### src/rtl/led_blink_driver_pkg.sv
// Shared types and constants for the LED blink driver.
// Optional feature macro used by this slice: BLINK_QUEUE_EN.
package led_pkg;

    localparam int unsigned CNT_W = 24;

    typedef enum logic [1:0] {
        IDLE = 2'd0,
        ON   = 2'd1,
        GAP  = 2'd2
    } led_state_t;

endpackage

### src/rtl/led_blink_driver_if.sv
// Event/status bundle between the FPU control logic and the LED blink driver.
interface led_blink_driver_if #(
    parameter int unsigned PEND_W = 4
);

    logic              event_in;
    logic              clr_in;
    logic              led_out;
    logic              busy;
    logic [PEND_W-1:0] pending;
    logic              overflow;

    modport master (
        output event_in, clr_in,
        input  led_out, busy, pending, overflow
    );

    modport slave (
        input  event_in, clr_in,
        output led_out, busy, pending, overflow
    );

endinterface

### src/rtl/led_blink_driver_sat_counter.sv
// Up/down counter that saturates at all-ones and never wraps below zero.
// sat_hit flags the cycle an increment is lost against a full count.
module sat_counter #(
    parameter int unsigned W = 4
) (
    input  logic         clk,
    input  logic         reset_n,
    input  logic         inc,
    input  logic         dec,
    input  logic         clr,
    output logic [W-1:0] count,
    output logic         sat_hit
);

    logic full;
    logic empty;

    assign full    = (count == '1);
    assign empty   = (count == '0);
    assign sat_hit = inc && !dec && !clr && full;

    always_ff @(posedge clk or negedge reset_n) begin
        if (!reset_n) begin
            count <= '0;
        end else if (clr) begin
            count <= '0;
        end else if (inc && !dec && !full) begin
            count <= count + W'(1);
        end else if (dec && !inc && !empty) begin
            count <= count - W'(1);
        end
    end

endmodule

### src/rtl/led_blink_driver.sv
// Stretches single-cycle events into visible LED blinks (ON, then a dark GAP).
// BLINK_QUEUE_EN: queue events arriving mid-blink; otherwise they are dropped.
module led_blink_driver
    import led_pkg::*;
#(
    parameter int unsigned ON_CYCLES  = 10000000,
    parameter int unsigned OFF_CYCLES = 10000000,
    parameter int unsigned PEND_W     = 4
) (
    input  logic              clk,
    input  logic              reset_n,
    led_blink_driver_if.slave bus
);

    localparam logic [CNT_W-1:0] ON_LAST  = CNT_W'(ON_CYCLES - 1);
    localparam logic [CNT_W-1:0] OFF_LAST = CNT_W'(OFF_CYCLES - 1);

    led_state_t        state_q;
    led_state_t        state_d;
    logic [CNT_W-1:0]  timer_q;
    logic              led_q;
    logic              led_d;
    logic              busy_q;
    logic              busy_d;
    logic              ovf_q;
    logic [PEND_W-1:0] pend_cnt;
    logic              pend_nz;
    logic              drop;

    assign pend_nz = |pend_cnt;

`ifdef BLINK_QUEUE_EN
    logic consume;

    // Every entry into ON takes one event, whether fresh or queued.
    assign consume = (state_d == ON) && (state_q != ON);

    sat_counter #(
        .W (PEND_W)
    ) u_pend (
        .clk     (clk),
        .reset_n (reset_n),
        .inc     (bus.event_in),
        .dec     (consume),
        .clr     (bus.clr_in),
        .count   (pend_cnt),
        .sat_hit (drop)
    );
`else
    assign pend_cnt = '0;
    assign drop     = bus.event_in && !bus.clr_in &&
                      !((state_q == IDLE) || ((state_q == GAP) && (timer_q == OFF_LAST)));
`endif

    always_ff @(posedge clk or negedge reset_n) begin
        if (!reset_n) begin
            state_q <= IDLE;
            timer_q <= '0;
            led_q   <= 1'b0;
            busy_q  <= 1'b0;
            ovf_q   <= 1'b0;
        end else begin
            state_q <= state_d;
            if (bus.clr_in || (state_d != state_q)) begin
                timer_q <= '0;
            end else begin
                timer_q <= timer_q + CNT_W'(1);
            end
            led_q  <= led_d;
            busy_q <= busy_d;
            if (bus.clr_in) begin
                ovf_q <= 1'b0;
            end else if (drop) begin
                ovf_q <= 1'b1;
            end
        end
    end

    always_comb begin
        state_d = state_q;
        if (bus.clr_in) begin
            state_d = IDLE;
        end else begin
            case (state_q)
                IDLE: if (bus.event_in || pend_nz) state_d = ON;
                ON:   if (timer_q == ON_LAST) state_d = GAP;
                GAP:  if (timer_q == OFF_LAST) state_d = (bus.event_in || pend_nz) ? ON : IDLE;
                default: state_d = IDLE;
            endcase
        end
    end

    // Outputs are decoded from the next state so the registers line up with it.
    always_comb begin
        led_d  = (state_d == ON);
        busy_d = (state_d != IDLE);
    end

    assign bus.led_out  = led_q;
    assign bus.busy     = busy_q;
    assign bus.pending  = pend_cnt;
    assign bus.overflow = ovf_q;

endmodule

### src/flat_wrapper.sv
// flat-port wrapper written by rule: the top's interface ports become plain ports
module led_blink_driver_flat import led_pkg::*;
#(
    parameter int unsigned ON_CYCLES  = 10000000,
    parameter int unsigned OFF_CYCLES = 10000000,
    parameter int unsigned PEND_W     = 4
)
  (clk, reset_n, bus_event_in, bus_clr_in, bus_led_out, bus_busy, bus_pending, bus_overflow);
  led_blink_driver_if #(.PEND_W(PEND_W)) bus_i ();
  input  logic clk;
  input  logic reset_n;
  input wire logic [$bits(bus_i.event_in)-1:0] bus_event_in;
  input wire logic [$bits(bus_i.clr_in)-1:0] bus_clr_in;
  output wire logic [$bits(bus_i.led_out)-1:0] bus_led_out;
  output wire logic [$bits(bus_i.busy)-1:0] bus_busy;
  output wire logic [$bits(bus_i.pending)-1:0] bus_pending;
  output wire logic [$bits(bus_i.overflow)-1:0] bus_overflow;
  assign bus_i.event_in = bus_event_in;
  assign bus_i.clr_in = bus_clr_in;
  assign bus_led_out = bus_i.led_out;
  assign bus_busy = bus_i.busy;
  assign bus_pending = bus_i.pending;
  assign bus_overflow = bus_i.overflow;
  led_blink_driver #(.ON_CYCLES(ON_CYCLES), .OFF_CYCLES(OFF_CYCLES), .PEND_W(PEND_W)) u_core (.clk(clk), .reset_n(reset_n), .bus(bus_i));
endmodule
### config.mk
export PLATFORM = sky130hd
export DESIGN_NAME = led_blink_driver_flat
export DESIGN_NICKNAME = d
export VERILOG_FILES = /design/src/rtl/led_blink_driver_pkg.sv /design/src/rtl/led_blink_driver_if.sv /design/src/rtl/led_blink_driver_sat_counter.sv /design/src/rtl/led_blink_driver.sv /design/src/flat_wrapper.sv
export SDC_FILE = /design/constraint.sdc
export NUM_CORES = 1
export LEC_CHECK = 0
export ABC_CLOCK_PERIOD_IN_PS = 3700
export CAP_MARGIN = 20
export CORE_UTILIZATION = 62
export CTS_CLUSTER_DIAMETER = 40
export CTS_CLUSTER_SIZE = 8
export DETAILED_ROUTE_END_ITERATION = 7
export PLACE_DENSITY = 0.89
export SETUP_SLACK_MARGIN = 0.5
export SLEW_MARGIN = 20
export SYNTH_ARGS = -nofsm -noshare
export SYNTH_HDL_FRONTEND = slang
export SYNTH_SLANG_ARGS = --single-unit
### constraint.sdc
create_clock -name clk -period 3.7 [get_ports clk]
set_clock_uncertainty 0.05 [all_clocks]
set_input_delay 0.555 -clock clk [delete_from_list [all_inputs] [get_ports clk]]
set_output_delay 0.555 -clock clk [all_outputs]
set_load 0.1 [all_outputs]
==> results of run 1 <==
logic make-up after synthesis:
| logic type | synth area share |
|---|---|
| AO/OA/AOI/OAI | 0.142 |
| XOR/XNOR | 0.0613 |
| adder cells (fa/ha/maj) | 0.00796 |
| buffers and inverters | 0.0510 |
| flip-flops | 0.462 |
| other | 0.00239 |
| AND/OR/NAND/NOR | 0.274 |
power by group through the flow:
stage / logic, W / registers [W] / clock network (W)
2_1_floorplan: 0.0000348 / 0.000346 / 0
3_3_place_gp: 0.0000643 / 0.000331 / 0
3_5_place_dp: 0.0000657 / 0.000332 / 0
4_1_cts: 0.0000658 / 0.000325 / 0.000189
5_1_grt: 0.0000696 / 0.000326 / 0.000200
6_report: 0.0000655 / 0.000325 / 0.000184
final timing paths:
kind / slack [ns] / to / cells after the start
max: 1.07 / u_core.timer_q[17] / 5
min: 0.46 / u_core.timer_q[0] / 1
max reg2reg: 1.07 / u_core.timer_q[17] / 5
min reg2reg: 0.46 / u_core.timer_q[0] / 1
max in group asynchronous: 2.79 / u_core.timer_q[4] / 2
min in group asynchronous: 0.53 / u_core.timer_q[18] / 2
final cells by class:
cell class	instances	area, um^2	area share
tap	28	35.0	0.0211
multi-input combinational	120	777	0.469
inverter	1	3.75	0.00226
clock buffer	8	48.8	0.0294
timing repair buffer	7	67.6	0.0408
sequential	29	726	0.438
through the flow:
step	utilization	power (W)
global placement	0.700	0.000395
finish	0.722	0.000575
floorplan	-	0.000381
CTS	0.722	0.000580
global route	0.722	0.000596
detailed placement	0.700	0.000397
metal layers:
metal  vias up  share of wire  GRT usage
li1        595              -          -
met1       620           0.46      0.345
met2        30           0.47      0.424
met3         8          0.040     0.0638
met4         0          0.027      0.202
met5         -              0          0
flip-flops by register name, summed over array words and instances, names as in the netlist:
| register | count |
|---|---|
| u_core.bus.busy | 1 |
| u_core.bus.led_out | 1 |
| u_core.timer_q | 24 |
| u_core.bus.overflow | 1 |
| u_core.state_q | 2 |
cell usage after synthesis:
library cell and count:
nand3_1 11, and3_1 3, buf_6 1, xor2_1 7, nand4b_1 1, nor2_1 5
clkbuf_1 6, or3_1 9, a21boi_1 1, o21ai_1 1, buf_2 1, nand3_2 1
o21ai_0 8, xnor2_1 4, o311a_1 2, dfrtp_1 29, a21oi_1 2, o211ai_1 1
nor3b_1 1, and2_1 1, ha_1 1, nor3_1 14, a211oi_2 4, inv_1 1
nor4b_1 3, or2_0 1, nand2_1 11, o31ai_1 3, buf_4 5, or4_4 1
a211oi_1 8, or4_1 5, conb_1 1, nor4_1 1, and4_1 1, nand4_1 4
nor3_4 1
critical path: stages, from the launching register on:
cell,delay (ns)
dfrtp_1,0.40
ha_1,0.21
nand3_1,0.17
or4_1,0.70
nor3_4,0.83
a211oi_1,0.12
==> metrics.md, run 1 <==
| Metric | Value |
|---|---|
| Outcome | `completed` |
| I/O Buffers | `6` |
| Reg2Reg Launch Point | `u_core.timer_q[0]` |
| Arrival time at the worst endpoint | `approximately 2.8 ns` |
| RSZ-0062 raised after global routing | `false` |
| Finish-stage setup viols | `0` |
| DP HPWL | `2.16 mm` |
| P_leak | `between 0.6 and 0.7 nW` |
| Starting density of the core | `0.684` |
| Post-Layout Inst Area | `1660 um^2` |
| Max-Cap Viols | `0` |
| First-pass GRT wire length | `between 5 and 6 mm` |
| Area delta synth->final | `5.49%` |
| Post-route insts no fill | `193` |
| Most common cell after layout, fill and taps aside | `dfrtp_1` |
| Core Area | `2300 um^2` |
| DRC viols | `0` |
| Mapped Area | `roughly 1600 um^2` |
| Post-cts sizing count | `0` |
| Final Worst Setup Slack | `1.07 ns` |
| Critical path peak fanout | `24` |
| Die height | `52.3 um` |
| IO Pins | `11` |
| CP required | `3.83 ns` |
| Switching Share | `0.288` |
| Clk Latency, worst-skew pair | `between 0.3 and 0.4 ns` |
| Worst min path class | `flip-flop to flip-flop` |
| Largest area contributor in the netlist | `dfrtp_1` |
| H-tree Lvls | `2` |
| DR WL/cell | `roughly 16 um` |
| Final ANT Viol Nets | `0` |
| Pin count of the biggest net entering global routing | `30` |
| Synth Area per Inst | `9.82 um^2` |
| Slew Limit Fails | `0` |
| Clock sinks | `29` |
| Hold slack | `~0.46 ns` |
| GR Util All Layers | `0.279` |
| TritonCTS Buffers | `5` |
| CTS tree | `done` |
| Overall die width | `around 52 um` |
| NetSw | `0.000166 W` |
| Tmin final | `2.63 ns` |
| Antenna violations before repair | `0` |
| Critical path capture point type | `flip-flop` |
| Placement Setup Slack | `1.07 ns` |
| Clock-pin slew on the worst setup and hold paths | `around 0.09 ns` |
| CP Launch Type | `flip-flop` |
| Clock share of power | `0.320` |
| Nets | `169` |
| Post-DP Area | `1610 um^2` |
| Share of layout cells above drive strength 1 | `0.0788` |
| Internal power | `0.000409 W` |
| Worst vdd ir | `0.000311 V` |
| 1st-pass router iterations | `4` |
| Post-CTS Setup Inserts | `0` |
| Ant diodes | `0` |
| Post-Synthesis Cells | `160` |
| Routed WL | `3.13 mm` |
| Final period util | `0.710` |
| Fill count | `about 180` |
| Part of the power in registers | `0.566` |
| Max Root-Sink Buffers | `2` |
| Total die area | `2740 um^2` |
| Root Driver | `clkbuf_4` |
| Rows | `17` |
| GR Overflow Total | `0` |
| Sequential area share after synthesis | `0.462` |
| CTS Hold Bufs | `0` |
| Gpl congestion | `0.841` |
| Count of final hold-check violations | `0` |
| Via density | `between 6 and 7` |
| Power Dens Cells | `347 nW/um^2` |
| Vias | `roughly 1300` |
| Total placed cells including tap cells | `185` |
| Starting DRT DRC Count | `31` |
| Largest cells by area after synthesis | `dfrtp_1 (46%), nor3_1 (4.5%), xor2_1 (3.9%)` |
| CP Class | `flip-flop to flip-flop` |
| Setup TNS | `0 ns` |
| Most frequent cells in the layout | `dfrtp_1 (29), nor3_1 (14), nand3_1 (11), nand2_1 (11), or3_1 (9)` |
| Max_slew headroom | `0.350` |
| Synthesized flop and latch total | `29` |
| Worst Tran Pin Value | `between 0.9 and 1 ns` |
| Post-synth top area share | `0.462` |
| Critical path origin | `u_core.timer_q[0]` |
| Max Fclk | `about 380 MHz` |
| Number of global-route vias before repair | `roughly 1200` |
| Logic gate share of total power | `0.114` |
| HP Start | `u_core.timer_q[0]` |
| Yosys warnings | `0` |
| Number of distinct library cells after synthesis | `37` |
No activity file was read; power rests on OpenSTA's default activity.
==> inputs of run 2 (changes only) <==
--- a/config.mk
+++ b/config.mk
@@ -5,13 +5,13 @@
 export SDC_FILE = /design/constraint.sdc
 export NUM_CORES = 1
 export LEC_CHECK = 0
-export ABC_CLOCK_PERIOD_IN_PS = 3700
+export ABC_CLOCK_PERIOD_IN_PS = 2500
 export CAP_MARGIN = 20
-export CORE_UTILIZATION = 62
+export CORE_UTILIZATION = 57
 export CTS_CLUSTER_DIAMETER = 40
 export CTS_CLUSTER_SIZE = 8
 export DETAILED_ROUTE_END_ITERATION = 7
-export PLACE_DENSITY = 0.89
+export PLACE_DENSITY = 0.84
 export SETUP_SLACK_MARGIN = 0.5
 export SLEW_MARGIN = 20
 export SYNTH_ARGS = -nofsm -noshare
==> constraint.sdc (replaced) <==
create_clock -name clk -period 2.5 [get_ports clk]
set_clock_uncertainty 0.05 [all_clocks]
set_input_delay 0.375 -clock clk [delete_from_list [all_inputs] [get_ports clk]]
set_output_delay 0.375 -clock clk [all_outputs]
set_load 0.1 [all_outputs]
==> metrics.md, run 2 (synthesis gave the netlist of run 1 again) <==
| Metric | Value |
|---|---|
| Nets | `184 (+8.9%)` |
| P_leak | `0.691 nW (+13%)` |
| DP HPWL | `2.20 mm (+1.8%)` |
| Tmin final | `2.01 ns (-0.613 ns)` |
| H-tree Lvls | `2 (unchanged)` |
| Register area | `729 um^2 (+0.52%)` |
| I/O Buffers | `6 (unchanged)` |
| Root Driver | `clkbuf_4` |
| Max Root-Sink Buffers | `2 (unchanged)` |
| Critical path origin | `u_core.timer_q[7]` |
| Antenna violations before repair | `0 (unchanged)` |
| RSZ-0062 raised after global routing | `true` |
| Critical path capture point type | `flip-flop` |
| Multi-input logic area | `818 um^2 (+5.3%)` |
| Routed WL | `3.55 mm (+14%)` |
| TritonCTS Buffers | `5 (unchanged)` |
| Most common cell after layout, fill and taps aside | `dfrtp_1` |
| DRC viols | `0 (unchanged)` |
| Ant diodes | `0 (unchanged)` |
| Total placed cells including tap cells | `189 (+2.2%)` |
| Outcome | `completed` |
| CTS tree | `done` |
| CP required | `2.71 ns (-1.12 ns)` |
| Area delta synth->final | `15.9%` |
| Via density | `6.49 (about the same)` |
| First-pass GRT wire length | `5.49 mm (+2.4%)` |
| Reg2Reg Launch Point | `u_core.timer_q[7]` |
| Max-Cap Viols | `0 (unchanged)` |
| Fill count | `203 (+15%)` |
| GR Util All Layers | `0.272 (-0.00672)` |
| Arrival time at the worst endpoint | `2.23 ns (-0.52 ns)` |
| Post-Layout Inst Area | `1820 um^2 (+9.9%)` |
| Worst vdd ir | `0.000473 V (+52%)` |
| Max reg flops | `24 (unchanged)` |
| Finish-stage setup viols | `0 (unchanged)` |
| Post-DP Area | `1620 um^2 (+0.93%)` |
| Power Dens Cells | `477 nW/um^2 (+37%)` |
| Biggest regs | `u_core.timer_q x24, u_core.state_q x2` |
| Most frequent cells in the layout | `dfrtp_1 (26), buf_4 (17), nor3_1 (14)` |
| Final period util | `0.806 (+0.0955)` |
| Post-route insts no fill | `209 (+8.3%)` |
| Rows | `18 (+1)` |
| Core Area | `2540 um^2 (+11%)` |
| Die height | `54.5 um (+4.1%)` |
| Count of final hold-check violations | `0 (unchanged)` |
| Hold slack | `0.364 ns (-0.0934 ns)` |
| Overall die width | `54.5 um (+4.1%)` |
| R2R depth | `5 (unchanged)` |
| Gpl congestion | `0.799 (-5.0%)` |
| CP Class | `flip-flop to flip-flop` |
| Post-layout util | `0.716 (-0.00585)` |
| GR Overflow Total | `0 (unchanged)` |
| Clock sinks | `29 (unchanged)` |
| Critical path peak fanout | `5 (-79%)` |
| Pin count of the biggest net entering global routing | `30 (unchanged)` |
| Number of global-route vias before repair | `1218 (-2.1%)` |
| Worst min path class | `input port to asynchronous set/reset pin` |
| Max Fclk | `496 MHz (+30%)` |
| Clk Latency, worst-skew pair | `0.33 ns (about the same)` |
| Starting DRT DRC Count | `48 (+55%)` |
| Share of layout cells above drive strength 1 | `0.235 (+0.156)` |
| Clock-pin slew on the worst setup and hold paths | `0.09 ns (about the same)` |
| Slew Limit Fails | `0 (unchanged)` |
| IO Pins | `11 (unchanged)` |
| Vias | `1357 (+8.3%)` |
| Top reg by flops | `u_core.timer_q` |
| DR WL/cell | `17.0 um (+4.9%)` |
| Setup TNS | `0 ns (unchanged)` |
| CP Launch Type | `flip-flop` |
| Starting density of the core | `0.618 (-0.0666)` |
| Final ANT Viol Nets | `0 (unchanged)` |
| 1st-pass router iterations | `4 (unchanged)` |
| Total die area | `2970 um^2 (+8.4%)` |
## run 2: cell count changes in the layout (fill, tap and decap cells not counted), moves of 2 or more
cell             delta
buf_4              +16
clkbuf_1            -2
clkdlybuf4s50_1     -3
dfrtp_1             -3
dfrtp_2             +3
nand3_1             -2
nand3_2             +2
or4_1               -2
or4_4               +3
## run 2: worst paths after layout
check	end	slack [ns]
max in group asynchronous	u_core.timer_q[4]	1.73
max reg2reg	u_core.state_q[1]	0.49
min in group clk	u_core.timer_q[0]	0.51
max	u_core.state_q[1]	0.49
min reg2reg	u_core.timer_q[0]	0.51
min	u_core.timer_q[21]	0.36
## run 2: cell type report
cell class                      instances  area share
Multi-Input combinational cell        121       0.449
Inverter                                1     0.00206
Sequential cell                        29       0.400
Timing Repair Buffer                   21      0.0975
Clock buffer                            7      0.0302
Tap cell                               30      0.0206
## run 2: repair_timing
item,4_1_cts,5_1_grt
pin swaps,2,2
setup buffers,9,3
hold buffers,0,0
cloned,1,0
setup endpoints to repair,29,25
gates resized for setup,7,6
## run 2: power by group
group | internal (W) | switching (W) | leakage, nW
combinational | 0.0000202 | 0.0000800 | 0.266
sequential | 0.000475 | 0.00000542 | 0.394
clock | 0.000132 | 0.000155 | 0.0314
total | 0.000628 | 0.000240 | 0.691
## run 2: layer usage
layer  wire length [um]  GRT usage
met2               1740      0.431
met1               1540      0.330
met4                 39      0.115
met5                  0          0
met3                224      0.103
## run 2: metrics by stage
stage	setup slack (ns)	total power, W
after floorplan	0.501	0.000564
after global placement	0.435	0.000586
after detailed placement	0.308	0.000588
after CTS	0.502	0.000874
after global routing	0.452	0.000904
final	0.486	0.000869
## run 2: critical path: stages, from the launching register on
cell	delay, ns
dfrtp_1	0.40
buf_4	0.16
nand4b_1	0.18
or4_4	0.60
or4_4	0.44
a21oi_2	0.14
==> inputs of run 3 (changes only) <==
--- a/config.mk
+++ b/config.mk
@@ -5,7 +5,7 @@
 export SDC_FILE = /design/constraint.sdc
 export NUM_CORES = 1
 export LEC_CHECK = 0
-export ABC_CLOCK_PERIOD_IN_PS = 2500
+export ABC_CLOCK_PERIOD_IN_PS = 2100
 export CAP_MARGIN = 20
 export CORE_UTILIZATION = 57
 export CTS_CLUSTER_DIAMETER = 40
==> constraint.sdc (replaced) <==
create_clock -name clk -period 2.1 [get_ports clk]
set_clock_uncertainty 0.05 [all_clocks]
set_input_delay 0.315 -clock clk [delete_from_list [all_inputs] [get_ports clk]]
set_output_delay 0.315 -clock clk [all_outputs]
set_load 0.1 [all_outputs]
==> metrics.md, run 3 (synthesis gave the netlist of run 1 again) <==
| Metric | Value |
|---|---|
| Core Area | `2540 um^2 (unchanged)` |
| Critical path capture point type | `flip-flop` |
| Root Driver | `clkbuf_4` |
| Top reg by flops | `u_core.timer_q` |
| Vias | `1414 (+4.2%)` |
| Critical-path cell list | `nand3_2 -> buf_4 -> or4_4 -> or3_1 -> a211oi_2` |
| Via density | `6.61 (+1.8%)` |
| Tmin final | `1.97 ns (-0.0464 ns)` |
| Nets | `188 (+2.2%)` |
| H-tree Lvls | `2 (unchanged)` |
| Arrival time at the worst endpoint | `2.17 ns (-0.06 ns)` |
| Final period util | `0.937 (+0.131)` |
| DP HPWL | `2.18 mm (-1.1%)` |
| Max-Cap Viols | `0 (unchanged)` |
| Worst vdd ir | `0.000501 V (+6.1%)` |
| Worst min path class | `input port to asynchronous set/reset pin` |
| GR Overflow Total | `0 (unchanged)` |
| CP required | `2.31 ns (-0.40 ns)` |
| Gpl congestion | `0.871 (+8.9%)` |
| Final ANT Viol Nets | `0 (unchanged)` |
| P_leak | `0.717 nW (+3.8%)` |
| DR WL/cell | `18.4 um (+8.6%)` |
| Routed WL | `3.95 mm (+11%)` |
| DRC viols | `0 (unchanged)` |
| Count of final hold-check violations | `0 (unchanged)` |
| Clock sinks | `29 (unchanged)` |
| CTS tree | `done` |
| Reg2Reg Launch Point | `u_core.timer_q[11]` |
| Starting DRT DRC Count | `56 (+17%)` |
| IO Pins | `11 (unchanged)` |
| Setup TNS | `0 ns (unchanged)` |
| Max Fclk | `508 MHz (+2.4%)` |
| Total die area | `2970 um^2 (unchanged)` |
| First-pass GRT wire length | `6.02 mm (+9.8%)` |
| Max reg flops | `24 (unchanged)` |
| Critical path origin | `u_core.timer_q[11]` |
| CP Launch Type | `flip-flop` |
| RSZ-0062 raised after global routing | `true` |
| I/O Buffers | `6 (unchanged)` |
| Most common cell after layout, fill and taps aside | `dfrtp_1` |
| Antenna violations before repair | `0 (unchanged)` |
| Crit-path slowest cell | `or4_4` |
| Ant diodes | `0 (unchanged)` |
| CP Class | `flip-flop to flip-flop` |
| Area delta synth->final | `21.9%` |
| Hold slack | `0.298 ns (-0.0661 ns)` |
| Die height | `54.5 um (unchanged)` |
| Biggest regs | `u_core.timer_q x24, u_core.state_q x2` |
| Outcome | `completed` |
| Clock-pin slew on the worst setup and hold paths | `0.10 ns (about the same)` |
| Number of global-route vias before repair | `1306 (+7.2%)` |
| Share of layout cells above drive strength 1 | `0.293 (+0.0588)` |
| Max Root-Sink Buffers | `2 (unchanged)` |
| Overall die width | `54.5 um (unchanged)` |
| Power Dens Cells | `534 nW/um^2 (+12%)` |
| Most frequent cells in the layout | `dfrtp_1 (27), buf_4 (19), nor3_1 (11), nand2_1 (11)` |
| TritonCTS Buffers | `5 (unchanged)` |
| Post-Layout Inst Area | `1920 um^2 (+5.2%)` |
| Critical path peak fanout | `7 (+2)` |
| Post-route insts no fill | `214 (+2.4%)` |
| Pin count of the biggest net entering global routing | `30 (unchanged)` |
| Largest stage delay, worst path | `0.56 ns (-0.04 ns)` |
| Total placed cells including tap cells | `191 (+1.1%)` |
| 1st-pass router iterations | `4 (unchanged)` |
| GR Util All Layers | `0.294 (+0.0215)` |
| Post-layout util | `0.753 (+0.0369)` |
| Finish-stage setup viols | `0 (unchanged)` |
| Rows | `18 (unchanged)` |
| Slew Limit Fails | `0 (unchanged)` |
| Clk Latency, worst-skew pair | `0.33 ns (about the same)` |
| Starting density of the core | `0.618 (unchanged)` |
| Post-DP Area | `1670 um^2 (+2.8%)` |
## run 3: changes by cell type in the layout (fill, tap and decap cells not counted), sizes merged
cell    delta
buf        +4
clkbuf     +1
## run 3: area by class of cell
type	count	area, um^2
Multi-Input combinational cell	121	882
Fill cell	159	629
Sequential cell	29	728
Inverter	1	3.75
Timing Repair Buffer	25	215
Clock buffer	8	48.8
Tap cell	30	37.5
## run 3: per-stage QoR
step,setup WS [ns],total power [W]
2_1_floorplan,0.207,0.000673
3_3_place_gp,0.142,0.000699
3_5_place_dp,0.0781,0.000700
4_1_cts,0.213,0.00102
5_1_grt,0.106,0.00105
6_report,0.132,0.00102
## run 3: where the power goes
group | total [W] | leakage [nW] | internal [W] | switching (W)
sequential | 0.000575 | 0.396 | 0.000566 | 0.00000845
combinational | 0.000122 | 0.295 | 0.0000245 | 0.0000974
clock | 0.000326 | 0.0265 | 0.000133 | 0.000193
## run 3: final timing paths
kind | slack (ns) | endpoint | cells past startpoint
min in group clk | 0.45 | u_core.timer_q[0] | 1
max in group asynchronous | 1.39 | u_core.timer_q[0] | 2
min | 0.30 | u_core.timer_q[20] | 2
min reg2reg | 0.45 | u_core.timer_q[0] | 1
max reg2reg | 0.13 | u_core.timer_q[16] | 5
max | 0.13 | u_core.timer_q[16] | 5
## run 3: critical path, delay by kind of cell (launching register included)
family          cells  cell delay [ns]
simple gates        3             1.02
flops               1             0.44
compound gates      1             0.21
buf+inv             1             0.17
## run 3: metal layers
layer	routed length (um)	part of all wire	GRT usage
met4	118	0.030	0.141
met5	0	0	0
met2	2000	0.51	0.482
met1	1610	0.41	0.365
met3	212	0.054	0.0611
## run 3: repair_timing
| item | in CTS | in global routing |
|---|---|---|
| hold buffers | 0 | 0 |
| endpoints found under the setup margin | 29 | 29 |
| buffers inserted | 12 | 2 |
| pin swaps | 8 | 4 |
| resized for setup | 9 | 12 |
| cloned | 1 | 0 |
